`config.mk`:
```
export PLATFORM = sky130hd
export DESIGN_NAME = writeback_arbiter_flat
export DESIGN_NICKNAME = d
export VERILOG_FILES = /design/src/rtl/wb_pkg.sv /design/src/rtl/writeback_arbiter_if.sv /design/src/rtl/wb_fifo.sv /design/src/rtl/writeback_arbiter.sv /design/src/flat_wrapper.sv
export SDC_FILE = /design/constraint.sdc
export NUM_CORES = 1
export LEC_CHECK = 0
export BUFFER_PORTS_ARGS = -buffer_cell sky130_fd_sc_hd__buf_2
export CAP_MARGIN = 30
export CORE_UTILIZATION = 57
export CTS_BUF_LIST = sky130_fd_sc_hd__clkbuf_4 sky130_fd_sc_hd__clkbuf_8
export CTS_CLUSTER_DIAMETER = 60
export DETAILED_ROUTE_END_ITERATION = 8
export PLACE_DENSITY = 0.93
export SYNTH_ARGS = -nofsm -noshare
export SYNTH_HDL_FRONTEND = slang
export SYNTH_SLANG_ARGS = --single-unit
```
`constraint.sdc`:
```
create_clock -name clk -period 2.53 [get_ports clk]
set_clock_uncertainty 0.05 [all_clocks]
set_input_delay 0.1265 -clock clk [delete_from_list [all_inputs] [get_ports clk]]
set_output_delay 0.1265 -clock clk [all_outputs]
set_load 0.1 [all_outputs]
```
`src/rtl/wb_pkg.sv`:
```
// wb_pkg: shared widths, reserved register index and queue-entry type for the writeback arbiter
package wb_pkg;
    localparam logic [3:0] REG_PC = 4'hF;
    localparam int DATA_W = 32;
    localparam int IDX_W = 4;
    typedef struct packed {
        logic valid;
        logic [IDX_W-1:0] dest;
        logic [DATA_W-1:0] data;
    } wb_entry_t;
    function automatic logic is_pc(input logic [IDX_W-1:0] d);
        return d == REG_PC;
    endfunction
endpackage

```
`src/rtl/writeback_arbiter_if.sv`:
```
// writeback_arbiter_if: ALU/load write offers, hazard queries and register-file write port
interface writeback_arbiter_if;
    import wb_pkg::*;
    logic alu_valid;
    logic [IDX_W-1:0] alu_dest;
    logic [DATA_W-1:0] alu_result;
    logic alu_ready;
    logic ld_valid;
    logic [IDX_W-1:0] ld_dest;
    logic [DATA_W-1:0] ld_data;
    logic [IDX_W-1:0] src1;
    logic [IDX_W-1:0] src2;
    logic hazard1;
    logic hazard2;
    logic wb_en;
    logic [IDX_W-1:0] wb_dest;
    logic [DATA_W-1:0] wb_result;
    logic [2:0] q_count;
    modport master (
        output alu_valid, alu_dest, alu_result, ld_valid, ld_dest, ld_data, src1, src2,
        input alu_ready, hazard1, hazard2, wb_en, wb_dest, wb_result, q_count
    );
    modport slave (
        input alu_valid, alu_dest, alu_result, ld_valid, ld_dest, ld_data, src1, src2,
        output alu_ready, hazard1, hazard2, wb_en, wb_dest, wb_result, q_count
    );
endinterface

```
`src/rtl/wb_fifo.sv`:
```
// wb_fifo: compacting FIFO of pending ALU writes; squashed entries are removed so slot 0 is always the head
module wb_fifo import wb_pkg::*; #(
    parameter int DEPTH = 2
) (
    input logic clk,
    input logic rst,
    input logic push,
    input wb_entry_t push_ent,
    input logic pop,
    input logic inv,
    input logic [IDX_W-1:0] inv_dest,
    output logic [2:0] count,
    output wb_entry_t head,
    output logic [DEPTH-1:0] vld,
    output logic [DEPTH-1:0][IDX_W-1:0] dests
);
    wb_entry_t [DEPTH-1:0] q_q, q_d;
    always_comb begin
        int k;
        q_d = '0;
        count = '0;
        k = 0;
        for (int i = 0; i < DEPTH; i++) begin
            count = count + 3'(q_q[i].valid);
            vld[i] = q_q[i].valid;
            dests[i] = q_q[i].dest;
        end
        // survivors slide down in order; the push lands right after the last survivor
        for (int i = 0; i < DEPTH; i++) begin
            if (q_q[i].valid && !(pop && i == 0) && !(inv && q_q[i].dest == inv_dest)) begin
                for (int j = 0; j < DEPTH; j++) q_d[j] = (j == k) ? q_q[i] : q_d[j];
                k = k + 1;
            end
        end
        for (int j = 0; j < DEPTH; j++) q_d[j] = (push && j == k) ? push_ent : q_d[j];
    end
    assign head = q_q[0];
    always_ff @(posedge clk) begin
        q_q <= rst ? '0 : q_d;
    end
endmodule

```
`src/rtl/writeback_arbiter.sv`:
```
// writeback_arbiter: one register-file write per cycle, load > queued ALU > ALU bypass, with hazard lookup
module writeback_arbiter import wb_pkg::*; #(
    parameter int DEPTH = 2
) (
    input logic clk,
    input logic rst,
    writeback_arbiter_if.slave bus
);
    wb_entry_t head, push_ent;
    logic [DEPTH-1:0] vld;
    logic [DEPTH-1:0][IDX_W-1:0] dests;
    logic [2:0] cnt;
    logic alu_ready, alu_acc, alu_eff, ld_eff, pop, bypass, push, hz1, hz2;
    logic wb_en_d, wb_en_q;
    logic [IDX_W-1:0] wb_dest_d, wb_dest_q;
    logic [DATA_W-1:0] wb_result_d, wb_result_q;
    wb_fifo #(.DEPTH(DEPTH)) u_fifo (
        .clk(clk), .rst(rst), .push(push), .push_ent(push_ent), .pop(pop),
        .inv(ld_eff), .inv_dest(bus.ld_dest), .count(cnt), .head(head), .vld(vld), .dests(dests)
    );
    always_comb begin
        alu_ready = rst || cnt < 3'(DEPTH);
        alu_acc = bus.alu_valid && alu_ready;
        alu_eff = alu_acc && !is_pc(bus.alu_dest);
        ld_eff = bus.ld_valid && !is_pc(bus.ld_dest);
        pop = !ld_eff && head.valid;
        bypass = !ld_eff && cnt == 0 && alu_eff;
        push = alu_eff && !bypass;
        push_ent = '{valid: 1'b1, dest: bus.alu_dest, data: bus.alu_result};
        wb_en_d = ld_eff || pop || bypass;
        wb_dest_d = ld_eff ? bus.ld_dest : pop ? head.dest : bypass ? bus.alu_dest : wb_dest_q;
        wb_result_d = ld_eff ? bus.ld_data : pop ? head.data : bypass ? bus.alu_result : wb_result_q;
    end
    always_comb begin
        hz1 = (wb_en_q && wb_dest_q == bus.src1) || (alu_acc && bus.alu_dest == bus.src1) ||
              (bus.ld_valid && bus.ld_dest == bus.src1);
        hz2 = (wb_en_q && wb_dest_q == bus.src2) || (alu_acc && bus.alu_dest == bus.src2) ||
              (bus.ld_valid && bus.ld_dest == bus.src2);
        for (int i = 0; i < DEPTH; i++) begin
            hz1 = hz1 || (vld[i] && dests[i] == bus.src1);
            hz2 = hz2 || (vld[i] && dests[i] == bus.src2);
        end
        hz1 = hz1 && !is_pc(bus.src1);
        hz2 = hz2 && !is_pc(bus.src2);
    end
    always_ff @(posedge clk) begin
        wb_en_q <= rst ? 1'b0 : wb_en_d;
        wb_dest_q <= rst ? '0 : wb_dest_d;
        wb_result_q <= rst ? '0 : wb_result_d;
    end
    assign bus.alu_ready = alu_ready;
    assign bus.hazard1 = hz1;
    assign bus.hazard2 = hz2;
    assign bus.wb_en = wb_en_q;
    assign bus.wb_dest = wb_dest_q;
    assign bus.wb_result = wb_result_q;
    assign bus.q_count = cnt;
endmodule

```
`src/flat_wrapper.sv`:
```
// flat-port wrapper written by rule: the top's interface ports become plain ports
module writeback_arbiter_flat import wb_pkg::*;
#(
    parameter int DEPTH = 2
)
  (clk, rst, bus_alu_valid, bus_alu_dest, bus_alu_result, bus_ld_valid, bus_ld_dest, bus_ld_data, bus_src1, bus_src2, bus_alu_ready, bus_hazard1, bus_hazard2, bus_wb_en, bus_wb_dest, bus_wb_result, bus_q_count);
  writeback_arbiter_if bus_i ();
  input logic clk;
  input logic rst;
  input wire logic [$bits(bus_i.alu_valid)-1:0] bus_alu_valid;
  input wire logic [$bits(bus_i.alu_dest)-1:0] bus_alu_dest;
  input wire logic [$bits(bus_i.alu_result)-1:0] bus_alu_result;
  input wire logic [$bits(bus_i.ld_valid)-1:0] bus_ld_valid;
  input wire logic [$bits(bus_i.ld_dest)-1:0] bus_ld_dest;
  input wire logic [$bits(bus_i.ld_data)-1:0] bus_ld_data;
  input wire logic [$bits(bus_i.src1)-1:0] bus_src1;
  input wire logic [$bits(bus_i.src2)-1:0] bus_src2;
  output wire logic [$bits(bus_i.alu_ready)-1:0] bus_alu_ready;
  output wire logic [$bits(bus_i.hazard1)-1:0] bus_hazard1;
  output wire logic [$bits(bus_i.hazard2)-1:0] bus_hazard2;
  output wire logic [$bits(bus_i.wb_en)-1:0] bus_wb_en;
  output wire logic [$bits(bus_i.wb_dest)-1:0] bus_wb_dest;
  output wire logic [$bits(bus_i.wb_result)-1:0] bus_wb_result;
  output wire logic [$bits(bus_i.q_count)-1:0] bus_q_count;
  assign bus_i.alu_valid = bus_alu_valid;
  assign bus_i.alu_dest = bus_alu_dest;
  assign bus_i.alu_result = bus_alu_result;
  assign bus_i.ld_valid = bus_ld_valid;
  assign bus_i.ld_dest = bus_ld_dest;
  assign bus_i.ld_data = bus_ld_data;
  assign bus_i.src1 = bus_src1;
  assign bus_i.src2 = bus_src2;
  assign bus_alu_ready = bus_i.alu_ready;
  assign bus_hazard1 = bus_i.hazard1;
  assign bus_hazard2 = bus_i.hazard2;
  assign bus_wb_en = bus_i.wb_en;
  assign bus_wb_dest = bus_i.wb_dest;
  assign bus_wb_result = bus_i.wb_result;
  assign bus_q_count = bus_i.q_count;
  writeback_arbiter #(.DEPTH(DEPTH)) u_core (.clk(clk), .rst(rst), .bus(bus_i));
endmodule
```
==> results.sh, run 1 <==
export IMPL_run_status="finished clean"
export IMPL_crit_required_ps=2750
export IMPL_cts_root_buf="clkbuf_8"
export IMPL_regArea_um2=2220
export IMPL_cp_end_kind="flip-flop"
export IMPL_grt_first_pass_wirelength_mm=26.7
export IMPL_die_h_um=104
export IMPL_post_cts_buffers=0
export IMPL_grt_usage_pct=29.7
export IMPL_clk_pin_slew_ps=110
export IMPL_worstHoldStart="bus_alu_result[9]"
export IMPL_n_antenna_cell=0
export IMPL_first_global_vias=5595
export IMPL_die_w_um=104
export IMPL_mostFrequentLayoutCell="nand2_1"
export IMPL_ys_warn_count=0
export IMPL_synth_simple_gate_area_share_pct=20.7
export IMPL_ir_drop_mv=0.457
export IMPL_crit_chain="xor2_1, nor4_2, a21oi_4, inv_1, ha_1, and4_1, o21ai_4, buf_12, nor2_1, a311oi_1"
export IMPL_finalCriticalPeriod_ps=2400
export IMPL_hold_end="u_core.u_fifo.q_q[46]"
export IMPL_period_share_pct=95.0
export IMPL_drc=0
export IMPL_rsz0062_at_grt="false"
export IMPL_fin_nets=922
export IMPL_synthesis_area_um2=5970
export IMPL_wl_per_cell_um=16.6
export IMPL_drtIter0Drc=523
export IMPL_drtPass1Iterations=7
export IMPL_wl_mm=16.2
export IMPL_tightest_slew_ps=775
export IMPL_syn_to_final_growth_pct=19.8
export IMPL_grt_max_degree=68
export IMPL_yosys_cell_types_count=36
export IMPL_cts_tree="done"
export IMPL_overflow=0
export IMPL_synth_adder_area_share_pct=0.838
export IMPL_final_max_slew_viol_count=0
export IMPL_clock_latency_ps=370
export IMPL_coreArea_um2=9950
export IMPL_crit_path_max_fanout=42
export IMPL_cts_sinks=111
export IMPL_ys_seq_area_share_pct=37.2
export IMPL_hold_violations=0
export IMPL_dieArea_um2=10900
export IMPL_antenna_found_initial=0
export IMPL_hold_class="in -> reg"
export IMPL_maxCapViolations=0
export IMPL_cts_buffers_inserted=9
export IMPL_synth_area_per_cell_um2=8.13
export IMPL_max_freq_mhz=416
export IMPL_ant_nets=0
export IMPL_num_vias=5778
export IMPL_holdPathStages=3
export IMPL_relSlewSlack_pct=48.3
export IMPL_r2r_cells=10
export IMPL_dp_cells=925
export IMPL_r2r_start="u_core.u_fifo.dests[4]"
export IMPL_multi_input_area_um2=3340
export IMPL_num_fill_cells=737
export IMPL_io_pins=127
export IMPL_crit_family="compound AO/OA/AOI/OAI gates"
export IMPL_final_cell_count_no_fill=972
export IMPL_synth_compound_area_share_pct=19.9
export IMPL_dp_hpwl_mm=10.0
export IMPL_yosys_mux_area_fraction_pct=6.03
export IMPL_syn_nets=823
export IMPL_start_util_pct=60.0
export IMPL_critPathKind="reg -> reg"
export IMPL_fin_tns_setup_ps=0
export IMPL_gp_congestion=0.951
export IMPL_netlist_instances=735
export IMPL_r2r_slack_ps=130
export IMPL_rows=36
export IMPL_drive_gt1_share_pct=23.8
export IMPL_finalSetupViolCount=0
export IMPL_synth_top_family_by_area="simple AND/OR/NAND/NOR gates"
export IMPL_crit_start="u_core.u_fifo.dests[4]"
export IMPL_leakage_nw=2.66
export IMPL_synth_xor_area_share_pct=7.04
export IMPL_start_kind="flip-flop"
export IMPL_cts_buffer_depth=2
export IMPL_cellPowerDensity_nw_per_um2=609
export IMPL_vias_per_cell=5.94
export IMPL_crit_buf_inv=2
export IMPL_cp_arrival_ps=2620
export IMPL_portBuffers=125
export IMPL_cts_htree_levels=3
export IMPL_cp_slowest_stage_delay_ps=470
export IMPL_critPathSlowestCell="dfxtp_1"
export IMPL_synth_seq_cells=111
export IMPL_final_cell_mix="nand2_1 (148), buf_2 (122), dfxtp_1 (110), nand3_1 (75), a21oi_1 (67)"
==> layout make-up <==
cell class / instances / share of cell area (%)
Tap cell: 133 / 2.33
Inverter: 5 / 0.262
Timing Repair Buffer: 176 / 16.5
Clock inverter: 6 / 1.29
Sequential cell: 111 / 31.1
Multi-Input combinational cell: 531 / 46.7
Clock buffer: 10 / 1.84
==> synth_stat cells, drive strengths merged <==
master	n	share of area (%)
nand2	149	9.4
dfxtp	111	37
a21oi	76	6.9
nand3	75	6.3
buf	49	5.2
clkbuf	39	2.7
a311oi	37	7.3
nor2	37	2.3
o211ai	37	4.7
mux2i	36	6.0
xor2	32	4.7
xnor2	16	2.3
a31oi	6	0.63
nor3	6	0.50
inv	5	0.31
nor4	5	0.52
ha	4	0.84
nand4	4	0.67
and4	3	0.44
and2	2	0.25
a21o	1	0.13
a311o	1	0.17
and3	1	0.10
conb	1	0.063
nand2b	1	0.23
o21ai	1	0.15
==> worst max-delay path by stage <==
stage / end / slack, ps / cells after the start
2_1_floorplan: u_core.bus.wb_result[10] / 100 / 9
4_1_cts: u_core.u_fifo.q_q[46] / 30 / 9
6_report: flip-flop / 130 / 10
3_3_place_gp: u_core.u_fifo.q_q[57] / 160 / 9
5_1_grt: flip-flop / 20 / 10
3_5_place_dp: u_core.u_fifo.q_q[54] / 60 / 9
==> where the power goes <==
part | switching [mW] | leakage (nW) | internal [mW]
logic | 0.905 | 1.64 | 0.355
registers | 0.0646 | 0.909 | 1.85
clock network | 0.609 | 0.107 | 0.575
==> metrics by stage <==
stage | util (%) | hold WS [ps] | area, µm² | total power [mW] | worst slack (ps)
2_1_floorplan | - | 213 | 6010 | 2.91 | 100
3_3_place_gp | 66.4 | 342 | 6610 | 3.13 | 161
3_5_place_dp | 66.4 | 342 | 6610 | 3.15 | 57.1
4_1_cts | 71.8 | 4.04 | 7150 | 4.34 | 33.3
5_1_grt | 71.9 | 3.05 | 7150 | 4.51 | 16.2
6_report | 71.9 | 18.1 | 7150 | 4.36 | 127
==> worst reg2reg max path, cell delays in order (launching register included) <==
cell      delay [ps]
dfxtp_1          470
xor2_1           230
nor4_2            80
a21oi_4          230
inv_1            100
ha_1             220
and4_1           210
o21ai_4          100
buf_12           260
nor2_1            90
a311oi_1         280
==> per-layer routing <==
metal / up-vias / global-route usage, % / share of wire, % / routed length, µm
met5: - / 0 / 0 / 0
li1: 2759 / - / - / -
met2: 273 / 49.4 / 48 / 7820
met1: 2697 / 37.8 / 41 / 6690
met3: 49 / 5.45 / 7.6 / 1220
met4: 0 / 11.5 / 2.7 / 429
==> logic make-up after synthesis <==
logic type                 count (synthesis)
and+or+nand+nor                          283
muxes                                     36
AOI/OAI and AO/OA                        159
DFF                                      111
xor gates and xnor gates                  48
other                                      1
buffers and inverters                     93
adders and majority gates                  4
==> what timing repair did <==
item | 4_1_cts | 5_1_grt
gates resized for setup | 0 | 2
setup endpoints to repair | 0 | 34
hold buffers | 31 | 0
hold endpoints to repair | 31 | 0
(Power assumes the default switching activity.)
==> inputs of run 2 (changes only) <==
Settings changed: CORE_UTILIZATION 57 to 60, PLACE_DENSITY 0.93 to 0.95.
Clock period 2.53 ns to 2.9 ns, I/O delays scaled along.
==> results.sh, run 2 (synthesis results as in run 1) <==
export IMPL_fin_tns_setup_ps=0
export IMPL_rsz0062_at_grt="false"
export IMPL_crit_path_max_fanout=39
export IMPL_relSlewSlack_pct=35.7
export IMPL_cp_arrival_ps=2940
export IMPL_maxCapViolations=0
export IMPL_use_met2_pct=50.5
export IMPL_fin_util_pct=71.8
export IMPL_drive_gt1_share_pct=23.0
export IMPL_critPathKind="reg -> reg"
export IMPL_finalSetupViolCount=0
export IMPL_use_met3_pct=5.52
export IMPL_dieArea_um2=10400
export IMPL_syn_to_final_growth_pct=17.0
export IMPL_hold_class="in -> reg"
export IMPL_cts_sinks=111
export IMPL_r2r_start="u_core.u_fifo.dests[4]"
export IMPL_cts_root_buf="clkbuf_8"
export IMPL_die_h_um=102
export IMPL_run_status="finished clean"
export IMPL_drtPass1Iterations=6
export IMPL_crit_chain="xor2_1, nor4_1, a21oi_4, inv_1, ha_1, and4_1, o21ai_4, buf_12, nor2_1, a311oi_1"
export IMPL_antenna_found_initial=0
export IMPL_overflow=0
export IMPL_holdWs_ps=3.02
export IMPL_hold_violations=0
export IMPL_die_w_um=102
export IMPL_rows=36
export IMPL_mostFrequentLayoutCell="nand2_1"
export IMPL_ir_drop_mv=0.316
export IMPL_worstHoldStart="bus_alu_result[23]"
export IMPL_crit_required_ps=3130
export IMPL_cp_end_kind="flip-flop"
export IMPL_drtIter0Drc=542
export IMPL_portBuffers=125
export IMPL_grt_first_pass_wirelength_mm=25.4
export IMPL_start_util_pct=61.4
export IMPL_r2r_cells=10
export IMPL_leakage_nw=2.60
export IMPL_finalCriticalPeriod_ps=2710
export IMPL_cellPowerDensity_nw_per_um2=525
export IMPL_max_freq_mhz=370
export IMPL_coreArea_um2=9730
export IMPL_busiest_layer="met2"
export IMPL_crit_start="u_core.u_fifo.dests[4]"
export IMPL_critPathSlowestCell="dfxtp_1"
export IMPL_grt_use_met1_pct=41.6
export IMPL_post_cts_buffers=0
export IMPL_cp_slowest_stage_delay_ps=510
export IMPL_cts_tree="done"
export IMPL_cts_buffers_inserted=9
export IMPL_cts_buffer_depth=2
export IMPL_period_share_pct=93.3
export IMPL_ant_nets=0
export IMPL_wl_mm=15.6
export IMPL_num_vias=5731
export IMPL_start_kind="flip-flop"
export IMPL_clock_latency_ps=380
export IMPL_num_fill_cells=732
export IMPL_fin_nets=915
export IMPL_r2r_slack_ps=190
export IMPL_first_global_vias=5268
export IMPL_grt_usage_pct=30.8
export IMPL_grt_max_degree=64
export IMPL_drc=0
export IMPL_io_pins=127
export IMPL_clk_pin_slew_ps=110
export IMPL_wl_per_cell_um=16.1
export IMPL_final_cell_mix="nand2_1 (148), buf_2 (124), dfxtp_1 (110), nand3_1 (75), a21oi_1 (67)"
export IMPL_cts_htree_levels=3
export IMPL_gp_congestion=0.888
export IMPL_ctsResizeCount=0
export IMPL_final_max_slew_viol_count=0
export IMPL_vias_per_cell=5.93
export IMPL_dp_hpwl_mm=9.75
export IMPL_tightest_slew_ps=961
[run 2: layer usage]
metal	share of wire [%]	routed length [µm]	vias to the layer above
met4	2.0	308	0
met5	0	0	-
met1	43	6650	2686
li1	-	-	2733
met2	48	7520	279
met3	7.1	1110	33
[run 2: where the power goes]
| part | internal, mW | total (mW) | switching [mW] |
|---|---|---|---|
| logic | 0.292 | 1.07 | 0.782 |
| registers | 1.61 | 1.67 | 0.0554 |
| clock network | 0.383 | 0.926 | 0.544 |
| total | 2.29 | 3.67 | 1.38 |
[run 2: repair_timing]
item | in CTS | in global routing
hold endpoints to repair | 31 | 0
setup endpoints to repair | 0 | 0
hold buffers | 31 | 0
[run 2: per-stage QoR]
step                area [µm²]  std cells  worst slack, ps  power [mW]
floorplan                 5990        735              199        2.54
CTS                       6980        965              225        3.66
global route              6980        965             36.6        3.82
global placement          6480        918              339        2.71
detailed placement        6480        918              245        2.73
finish                    6990        966              194        3.67
[run 2: area by class of cell]
cell class	count	area, µm²	area share (%)
clock inverters	4	37.5	0.537
clock buffers	12	159	2.27
inverters	5	18.8	0.269
diodes	1	2.50	0.0358
multi-input cells	531	3300	47.3
well taps	133	166	2.38
repair buffers	169	1070	15.4
flip-flops and latches	111	2220	31.8
[run 2: how the worst min path moves through the flow]
stage               slack, ps  cells past startpoint                    end
floorplan                 230                      2  u_core.u_fifo.q_q[37]
global placement          360                      3  u_core.u_fifo.q_q[68]
detailed placement        370                      3  u_core.u_fifo.q_q[47]
CTS                         1                      3  u_core.u_fifo.q_q[60]
global route                2                      3  u_core.u_fifo.q_q[60]
finish                      3                      3  u_core.u_fifo.q_q[60]
[run 2: worst max-delay path, delay by kind of cell (launching register included)]
kind	cells	cell delay [ps]
AOI/OAI and AO/OA	3	860
DFF	1	510
buffers and inverters	2	400
and+or+nand+nor	3	360
adders and majority gates	1	220
xor gates and xnor gates	1	200
==> inputs of run 3 (changes only) <==
Settings changed: PLACE_DENSITY 0.95 to 0.92.
==> results.sh, run 3 (synthesis results as in run 1) <==
export IMPL_run_status="finished clean"
export IMPL_grt_first_pass_wirelength_mm=25.4
export IMPL_fin_nets=913
export IMPL_first_global_vias=5253
export IMPL_r2r_slack_ps=300
export IMPL_mostFrequentLayoutCell="nand2_1"
export IMPL_start_util_pct=61.4
export IMPL_dp_slack_ps=371
export IMPL_leakage_nw=2.59
export IMPL_dp_hpwl_mm=9.85
export IMPL_drive_gt1_share_pct=23.0
export IMPL_cp_arrival_ps=2830
export IMPL_wl_mm=15.5
export IMPL_finalSetupViolCount=0
export IMPL_die_h_um=102
export IMPL_max_freq_mhz=385
export IMPL_clock_latency_ps=370
export IMPL_cts_root_buf="clkbuf_8"
export IMPL_cp_end_kind="flip-flop"
export IMPL_post_cts_buffers=0
export IMPL_drtIter0Drc=516
export IMPL_cts_htree_levels=3
export IMPL_grt_max_degree=83
export IMPL_dp_cells=919
export IMPL_vias_per_cell=5.86
export IMPL_final_cell_area_um2=6950
export IMPL_drtPass1Iterations=5
export IMPL_r2r_start="u_core.u_fifo.dests[5]"
export IMPL_final_cell_mix="nand2_1 (148), buf_2 (124), dfxtp_1 (110), nand3_1 (75), a21oi_1 (67)"
export IMPL_num_vias=5640
export IMPL_ctsHoldBuffers=28
export IMPL_coreArea_um2=9730
export IMPL_critPathKind="reg -> reg"
export IMPL_portBuffers=125
export IMPL_place_area_um2=6470
export IMPL_crit_required_ps=3130
export IMPL_grt_usage_pct=30.7
export IMPL_cts_buffers_inserted=9
export IMPL_period_share_pct=89.6
export IMPL_maxCapViolations=0
export IMPL_tightest_slew_ps=956
export IMPL_final_max_slew_viol_count=0
export IMPL_p_total_mw=3.69
export IMPL_rows=36
export IMPL_crit_path_max_fanout=49
export IMPL_relSlewSlack_pct=36.3
export IMPL_n_antenna_cell=0
export IMPL_io_pins=127
export IMPL_fin_tns_setup_ps=0
export IMPL_ir_drop_mv=0.300
export IMPL_gp_congestion=0.945
export IMPL_hold_violations=0
export IMPL_cts_sinks=111
export IMPL_die_w_um=102
export IMPL_start_kind="flip-flop"
export IMPL_dieArea_um2=10400
export IMPL_drc=0
export IMPL_overflow=0
export IMPL_rsz0062_at_grt="false"
export IMPL_r2r_cells=10
export IMPL_antenna_found_initial=0
export IMPL_ctsResizeCount=0
export IMPL_clk_pin_slew_ps=100
export IMPL_hold_class="in -> reg"
export IMPL_finalCriticalPeriod_ps=2600
export IMPL_layout_setup_ws_ps=303
export IMPL_crit_start="u_core.u_fifo.dests[5]"
export IMPL_final_cell_count_no_fill=963
export IMPL_ant_nets=0
export IMPL_cts_buffer_depth=2
export IMPL_cellPowerDensity_nw_per_um2=531
export IMPL_cts_tree="done"
export IMPL_syn_to_final_growth_pct=16.4
export IMPL_wl_per_cell_um=16.1
## run 3: worst min-delay path by stage
stage	startpoint	endpoint	slack, ps	cells past startpoint
floorplan	bus_alu_result[0]	u_core.u_fifo.q_q[37]	230	2
global placement	bus_alu_result[28]	u_core.u_fifo.q_q[65]	360	3
detailed placement	bus_alu_result[0]	u_core.u_fifo.q_q[37]	360	3
CTS	bus_alu_result[27]	u_core.u_fifo.q_q[64]	0.8	3
global route	bus_alu_result[27]	u_core.u_fifo.q_q[64]	20	3
finish	bus_alu_result[7]	u_core.u_fifo.q_q[44]	10	3
## run 3: power by group
part	leakage (nW)	internal, mW	total, mW	switching [mW]
sequential	0.909	1.61	1.67	0.0581
clock	0.104	0.452	0.954	0.502
combinational	1.58	0.289	1.07	0.777
total	2.59	2.35	3.69	1.34
## run 3: cell type report
| cell class | instances | area (µm²) |
|---|---|---|
| inverter | 5 | 18.8 |
| clock buffer | 13 | 160 |
| clock inverter | 3 | 42.5 |
| sequential | 111 | 2220 |
| multi-input combinational | 531 | 3300 |
| tap | 133 | 166 |
| timing repair buffer | 167 | 1040 |
| fill | 773 | 2780 |
## run 3: layer usage
layer / vias up / track usage [%] / part of all wire (%)
met4: 0 / 10.9 / 2.0
met5: - / 0 / 0
met1: 2604 / 40.5 / 42
met2: 269 / 50.3 / 48
li1: 2732 / - / -
met3: 35 / 5.66 / 7.4
## run 3: stage by stage
stage | hold WS (ps) | utilization [%]
floorplan | 231 | -
global placement | 360 | 66.5
detailed placement | 364 | 66.5
CTS | 0.758 | 71.5
global route | 15.7 | 71.5
finish | 10.9 | 71.5
## run 3: worst max-delay path: stages, from the launching register on
cell	delay, ps
dfxtp_1	460
xor2_1	230
nor4_1	120
a21oi_4	220
inv_1	90
ha_1	230
and4_1	210
o21ai_4	230
buf_12	320
nor2_1	70
a311oi_1	260
